### config.mk
export PLATFORM = sky130hd
export DESIGN_NAME = mpi_noc_packet_buffer
export DESIGN_NICKNAME = d
export VERILOG_FILES = /design/src/rtl/mpi_noc_packet_buffer.sv
export SDC_FILE = /design/constraint.sdc
export NUM_CORES = 1
export LEC_CHECK = 0
export CAP_MARGIN = 40
export CORE_MARGIN = 5
export CORE_UTILIZATION = 30
export DETAILED_ROUTE_END_ITERATION = 6
export GPL_TIMING_DRIVEN = 1
export HOLD_SLACK_MARGIN = 0.02
export MAX_ROUTING_LAYER = met4
export PLACE_DENSITY_LB_ADDON = 0.1
export SYNTH_ARGS = -nofsm -noshare
export SYNTH_HDL_FRONTEND = slang
export SYNTH_SLANG_ARGS = --single-unit
### constraint.sdc
create_clock -name clk -period 6.6 [get_ports clk]
set_input_delay 0.66 -clock clk [delete_from_list [all_inputs] [get_ports clk]]
set_output_delay 0.66 -clock clk [all_outputs]
set_load 0.005 [all_outputs]
### src/rtl/mpi_noc_packet_buffer.sv
// Store-and-forward flit buffer for the MPI endpoint NoC egress path.
// Falls back to cut-through when a single packet cannot fit in the buffer.
module mpi_noc_packet_buffer #(
   parameter int NOC_FLIT_WIDTH = 32,
   parameter int DEPTH          = 16
) (
   input  logic                       clk,
   input  logic                       rst,
   input  logic [NOC_FLIT_WIDTH-1:0]  in_flit,
   input  logic                       in_last,
   input  logic                       in_valid,
   output logic                       in_ready,
   output logic [NOC_FLIT_WIDTH-1:0]  out_flit,
   output logic                       out_last,
   output logic                       out_valid,
   input  logic                       out_ready,
   output logic [$clog2(DEPTH+1)-1:0] pkt_count,
   output logic                       cut_through
);

   localparam int AW = $clog2(DEPTH);
   localparam int CW = $clog2(DEPTH + 1);
   localparam logic [CW-1:0] DEPTH_C = CW'(DEPTH);

   typedef enum logic {STORE, CUT} state_t;

   logic [NOC_FLIT_WIDTH:0] mem_q [DEPTH];
   logic [AW-1:0]           wr_ptr_q, wr_ptr_d;
   logic [AW-1:0]           rd_ptr_q, rd_ptr_d;
   logic [CW-1:0]           fill_q, fill_d;
   logic [CW-1:0]           pkt_count_q, pkt_count_d;
   state_t                  state_q, state_d;

   logic full, empty, wr_en, rd_en, pkt_in, pkt_out;

   assign full        = (fill_q == DEPTH_C);
   assign empty       = (fill_q == '0);
   assign in_ready    = !full;
   assign cut_through = (state_q == CUT);
   assign pkt_count   = pkt_count_q;
   assign out_valid   = !empty && ((pkt_count_q != '0) || cut_through);
   assign {out_last, out_flit} = mem_q[rd_ptr_q];

   assign wr_en   = in_valid && in_ready;
   assign rd_en   = out_valid && out_ready;
   assign pkt_in  = wr_en && in_last;
   assign pkt_out = rd_en && out_last;

   always_comb begin
      wr_ptr_d    = wr_ptr_q;
      rd_ptr_d    = rd_ptr_q;
      fill_d      = fill_q;
      pkt_count_d = pkt_count_q;
      state_d     = state_q;

      if (wr_en) wr_ptr_d = wr_ptr_q + AW'(1);
      if (rd_en) rd_ptr_d = rd_ptr_q + AW'(1);

      case ({wr_en, rd_en})
         2'b10:   fill_d = fill_q + CW'(1);
         2'b01:   fill_d = fill_q - CW'(1);
         default: fill_d = fill_q;
      endcase

      case ({pkt_in, pkt_out})
         2'b10:   pkt_count_d = pkt_count_q + CW'(1);
         2'b01:   pkt_count_d = pkt_count_q - CW'(1);
         default: pkt_count_d = pkt_count_q;
      endcase

      // A full buffer with no complete packet can never finish storing, so stream it.
      case (state_q)
         STORE:   if (full && (pkt_count_q == '0)) state_d = CUT;
         CUT:     if (pkt_out) state_d = STORE;
         default: state_d = STORE;
      endcase
   end

   always_ff @(posedge clk or posedge rst) begin
      if (rst) begin
         wr_ptr_q    <= '0;
         rd_ptr_q    <= '0;
         fill_q      <= '0;
         pkt_count_q <= '0;
         state_q     <= STORE;
      end else begin
         wr_ptr_q    <= wr_ptr_d;
         rd_ptr_q    <= rd_ptr_d;
         fill_q      <= fill_d;
         pkt_count_q <= pkt_count_d;
         state_q     <= state_d;
      end
   end

   always_ff @(posedge clk) begin
      if (wr_en) mem_q[wr_ptr_q] <= {in_last, in_flit};
   end

endmodule

Yosys cells after proc, flatten, opt, wreduce, memory -nomap -nowiden
Memory sizes are Yosys's and may differ from the RTL's.
Cells that the tools add are included.

word-level totals
  register bits after elaboration = 19
  logic and storage cells = 39
  output and inout port bits = 41
  input bits = 37
  memory bits (writable) = 528
  memories kept = 1

cells by class
  reductions and logical operators = 14
  $add $sub $neg = 6
  muxes and demuxes = 7
  bitwise logic cells = 1
  equality and inequality tests = 5

memories
  memory  depth  width  read ports  clocked after Yosys merged registers in  wr ports  line  text
  mem_q   16     33     1           0                                        1         27    logic [NOC_FLIT_WIDTH:0] mem_q [DEPTH];

operators by type and width
  cell                                                 count
  one-hot mux 5 bit (2 select lines)                   2
  adder 5 x 1 -> 5 bit, second input constant          2
  zero test 5 bit                                      2
  subtractor 5 x 1 -> 5 bit, second input constant     2
  adder 4 x 1 -> 4 bit, second input constant          2
  logical AND 1 bit                                    6
  equality test 5 bit, second input constant           1
  nonzero test 5 bit                                   1
  equality test 2 x 1 -> 1 bit, second input constant  2
  equality test 2 bit, second input constant           2
  2-to-1 mux 1 bit                                     4
  nonzero test 2 bit                                   2
  zero test 1 bit                                      2
  one-hot mux 1 bit (2 select lines)                   1
  logical OR 1 bit                                     1
  inverter 1 bit                                       1

Depth between registers and ports, before layout
  depth in word-level cells = 7
  mapped depth = 14
  depth with buffers taken out = 12

Least setup slack after synthesis
Ideal clock, no wire load.

  path kind = in2reg
  start = input port in_valid
  end = memory mem_q[3][0] (netlist name) (enable)
  setup time = 0.464 ns
  arrival time = 3.475 ns
  cell stages on the path = 4
  required time = 6.136 ns
  path slack = 2.660 ns
  buffers on the path = 1
  cell sequence = and2_1 clkbuf_1 nand2_1 nor3_1

between the ends
  cells in the longest elaborated chain, start to end = 3

RTL lines
  item                                    line  text
  start, declared                         11    input logic in_valid,
  logical AND 1 bit                       44    assign wr_en = in_valid && in_ready;
  2-to-1 mux 1 bit                        96    if (wr_en) mem_q[wr_ptr_q] <= {in_last, in_flit};
  2-to-1 mux 1 bit (implied by the code)  96
  end, declared                           27

No other way between the ends.

Worst setup path after layout
  start = register rd_ptr_q[0]
  end = output port out_flit[7]

between the ends
  cells in the longest elaborated chain, start to end = 1

RTL lines
  item                       line  text
  start, declared            29    logic [AW-1:0] rd_ptr_q, rd_ptr_d;
  start signal, assigned     88    rd_ptr_q <= rd_ptr_d;
  memory read (16 x 33 bit)  n/a
  end, declared              13    output logic [NOC_FLIT_WIDTH-1:0] out_flit,

No other way between the ends.

==> impl_metrics.csv <==
group,metric,value,unit
yosys,synthArstFlopShare,0.0347,
setup_path,crit_buf_inv,2,
sta,tns,0,ns
layout,drive_above_1_share,0.289,
power,ir_drop,0.000225,V
die,rows,97,
cts,clock_sinks,547,
yosys,synthTopCellsByCount,"edfxtp_1, mux4_2, clkbuf_1",
die,fp.dieArea,75400,um2
layout,fillCellCount,6365,
setup_path,crit_family,"multiplexers",
global_routing,grt-ovfl-total,0,
yosys,synth_area_leader_cell,"edfxtp_1",
cts,clkLatencyLatePin,0.59,ns
die,initial_utilization,0.301,
setup_path,start_kind,"register",
global_routing,grt_pass1_wl,73.9,mm
setup_path,cp_cell_sequence,"buf_4, mux4_2, mux4_2, clkdlybuf4s50_1",
global_routing,grt_max_degree,59,
cts,cts_root_buf,"clkbuf_16",
cts,cts_tree,"yes",
global_routing,track_usage,0.140,
yosys,netlist_instances,873,
yosys,synthTopCellsByArea,"edfxtp_1, mux4_2, dfrtp_1",
cts,cts.clk_slew.worst_paths,0.06,ns
die,io_pins,78,
sta,fin_skew,0.0203,ns
cts,clock_path_buffers,3,
setup_path,cpMostUsedCell,"mux4_2",
cts,hold_buffers,0,
setup_path,worstSetupPathType,"reg2out",
cts,h-tree-depth,3,
die,die_h,275,um
yosys,synth.net_count,923,
setup_path,crit_path_max_incr_delay,0.72,ns
yosys,avgSynthCellArea,24.1,um2
yosys,ys_ff_latch,547,
sta,tightest_slew,0.776,ns
sta,fmax,0.245,GHz
detailed_routing,vias,9377,
detailed_routing,wl_per_cell,25.3,um
power,p_leak,7.95,nW
die,coreArea,69800,um2
yosys,post_synth_num_cell_types,40,
sta,hold_viol_final,0,
setup_path,critical_path.endpoint_type,"output port",
yosys,synth-edff-count,528,
cts,ctsResizeCount,0,
global_routing,grt_pass1_vias,10300,
sta,relSlewSlack,0.482,
yosys,syn_area,21000,um2
placed_design,port_buffers,77,
cts,cts_setup_buffers,0,
placed_design,hpwl,26.8,mm
min_path,hold_path_class,"in2async",
sta,setup_viol,0,
global_routing,grt_antenna_before_repair,1,
detailed_routing,ant_nets,0,
yosys,synth_top_area_frac,0.755,
power,power,11.3,mW
run,max_cap_violations,0,
setup_path,crit_required,5.94,ns
sta,rsz0062_at_grt,"false",
setup_path,cp_slowest_cell,"dfrtp_4",
die,die_x,275,um
detailed_routing,drt-pass1-iter-count,5,
placed_design,routabilityCongestion,0.681,
layout,syn2layout_area_growth,21.1,%
detailed_routing,routed_wl,50.7,mm
detailed_routing,drt-initial-drc-count,715,
detailed_routing,viasPerCell,4.69,
sta,fin_crit,4.08,ns
setup_path,worstPathArrival,3.42,ns
sta,period_share,0.618,
yosys,ys_warn_count,0,
cts,cts_made_buffers,66,
detailed_routing,drc,0,
layout,nets,1056,
setup_path,crit_path_max_fanout,22,
outcome,status,"finished clean",
power,powerDensity,443,nW/um2
yosys,yosysMostFrequentCell,"edfxtp_1",
yosys,ys_seq_area_frac,0.777,
sta,finalMaxSlewViolations,0,
yosys,ys.flop_type,"edfxtp_1",
-- stage by stage --
| step | hold slack [ns] | area, um2 | setup WS [ns] | utilization | std cells |
|---|---|---|---|---|---|
| after detailed placement | 0.535 | 23300 | 2.77 | 0.334 | 1878 |
| after floorplan | 0.486 | 21000 | 2.66 | - | 873 |
| after CTS | 0.301 | 25500 | 2.37 | 0.365 | 1999 |
| final | 0.324 | 25500 | 2.52 | 0.365 | 2000 |
| after global placement | 0.529 | 23100 | 2.63 | 0.331 | 1869 |
| after global routing | 0.322 | 25500 | 2.29 | 0.365 | 2000 |
-- layer usage --
layer / track usage / up-vias / wire length (um)
li1: - / 4014 / -
met1: 0.181 / 5145 / 22300
met2: 0.232 / 159 / 25600
met3: 0.0288 / 59 / 1900
met4: 0.0308 / 0 / 858
met5: - / - / 0
-- logic make-up (layout without fill, tap and decap cells) --
group / after synthesis / after routing / synth area share
multiplexers: 168 / 168 / 0.179
AO/OA/AOI/OAI: 21 / 21 / 0.00661
flip-flops: 547 / 547 / 0.777
other: 0 / 1 / 0
adder cells (fa/ha/maj): 13 / 13 / 0.00810
buffers and inverters: 57 / 243 / 0.0110
AND/OR/NAND/NOR: 51 / 51 / 0.0120
XOR/XNOR: 16 / 16 / 0.00667
-- cell usage in the layout (no fill, tap or decap), drive strengths merged, types with 2 or more instances in the layout --
| cell type | Yosys | routed |
|---|---|---|
| nand4 | 4 | 4 |
| nor3 | 6 | 6 |
| xnor2 | 8 | 8 |
| nor4 | 2 | 2 |
| a21o | 2 | 2 |
| clkinv | 0 | 24 |
| o21ai | 5 | 5 |
| nor2 | 14 | 14 |
| xor2 | 8 | 8 |
| ha | 12 | 12 |
| mux2 | 2 | 2 |
| edfxtp | 528 | 528 |
| nand2b | 3 | 3 |
| nand2 | 12 | 12 |
| a221oi | 2 | 2 |
| inv | 11 | 15 |
| buf | 20 | 34 |
| and2 | 3 | 3 |
| clkbuf | 26 | 86 |
| bufinv | 0 | 7 |
| clkdlybuf4s50 | 0 | 77 |
| a21oi | 5 | 5 |
| dfrtp | 19 | 19 |
| mux4 | 165 | 165 |
-- registers in the layout, summed over array words and instances (netlist names) --
register and count:
rd_ptr_q 4, pkt_count 5, cut_through 1, fill_q 5
wr_ptr_q 4, mem_q 528
-- power by group --
part	total, mW	switching, mW	internal (mW)
Combinational	3.32	1.57	1.75
Sequential	4.43	0.218	4.21
Clock	3.54	1.39	2.15
Total	11.3	3.17	8.11
-- final cells by class --
class / count / area (um2) / share of cell area
diodes: 1 / 2.50 / 0.0000983
clock buffers: 86 / 1750 / 0.0687
well taps: 940 / 1180 / 0.0462
repair buffers: 111 / 1190 / 0.0469
clock inverters: 35 / 367 / 0.0144
inverters: 11 / 41.3 / 0.00162
flip-flops and latches: 547 / 16300 / 0.642
multi-input cells: 269 / 4580 / 0.180
-- final timing paths --
path | startpoint | to | slack, ns | cells past startpoint
max in group asynchronous | rst | rd_ptr_q[1]$_DFFE_PP0P_ | 5.88 | 3
min in group clk | pkt_count[4]$_DFFE_PP0P_ | pkt_count[4]$_DFFE_PP0P_ | 0.53 | 1
setup / recovery | rd_ptr_q[0]$_DFFE_PP0P_ | out_flit[7] | 2.52 | 4
setup reg to reg | rd_ptr_q[2]$_DFFE_PP0P_ | pkt_count[4]$_DFFE_PP0P_ | 2.90 | 11
hold / removal | rst | fill_q[2]$_DFFE_PP0P_ | 0.32 | 2
hold reg to reg | pkt_count[4]$_DFFE_PP0P_ | pkt_count[4]$_DFFE_PP0P_ | 0.53 | 1
No activity file was read; power rests on OpenSTA's default activity.
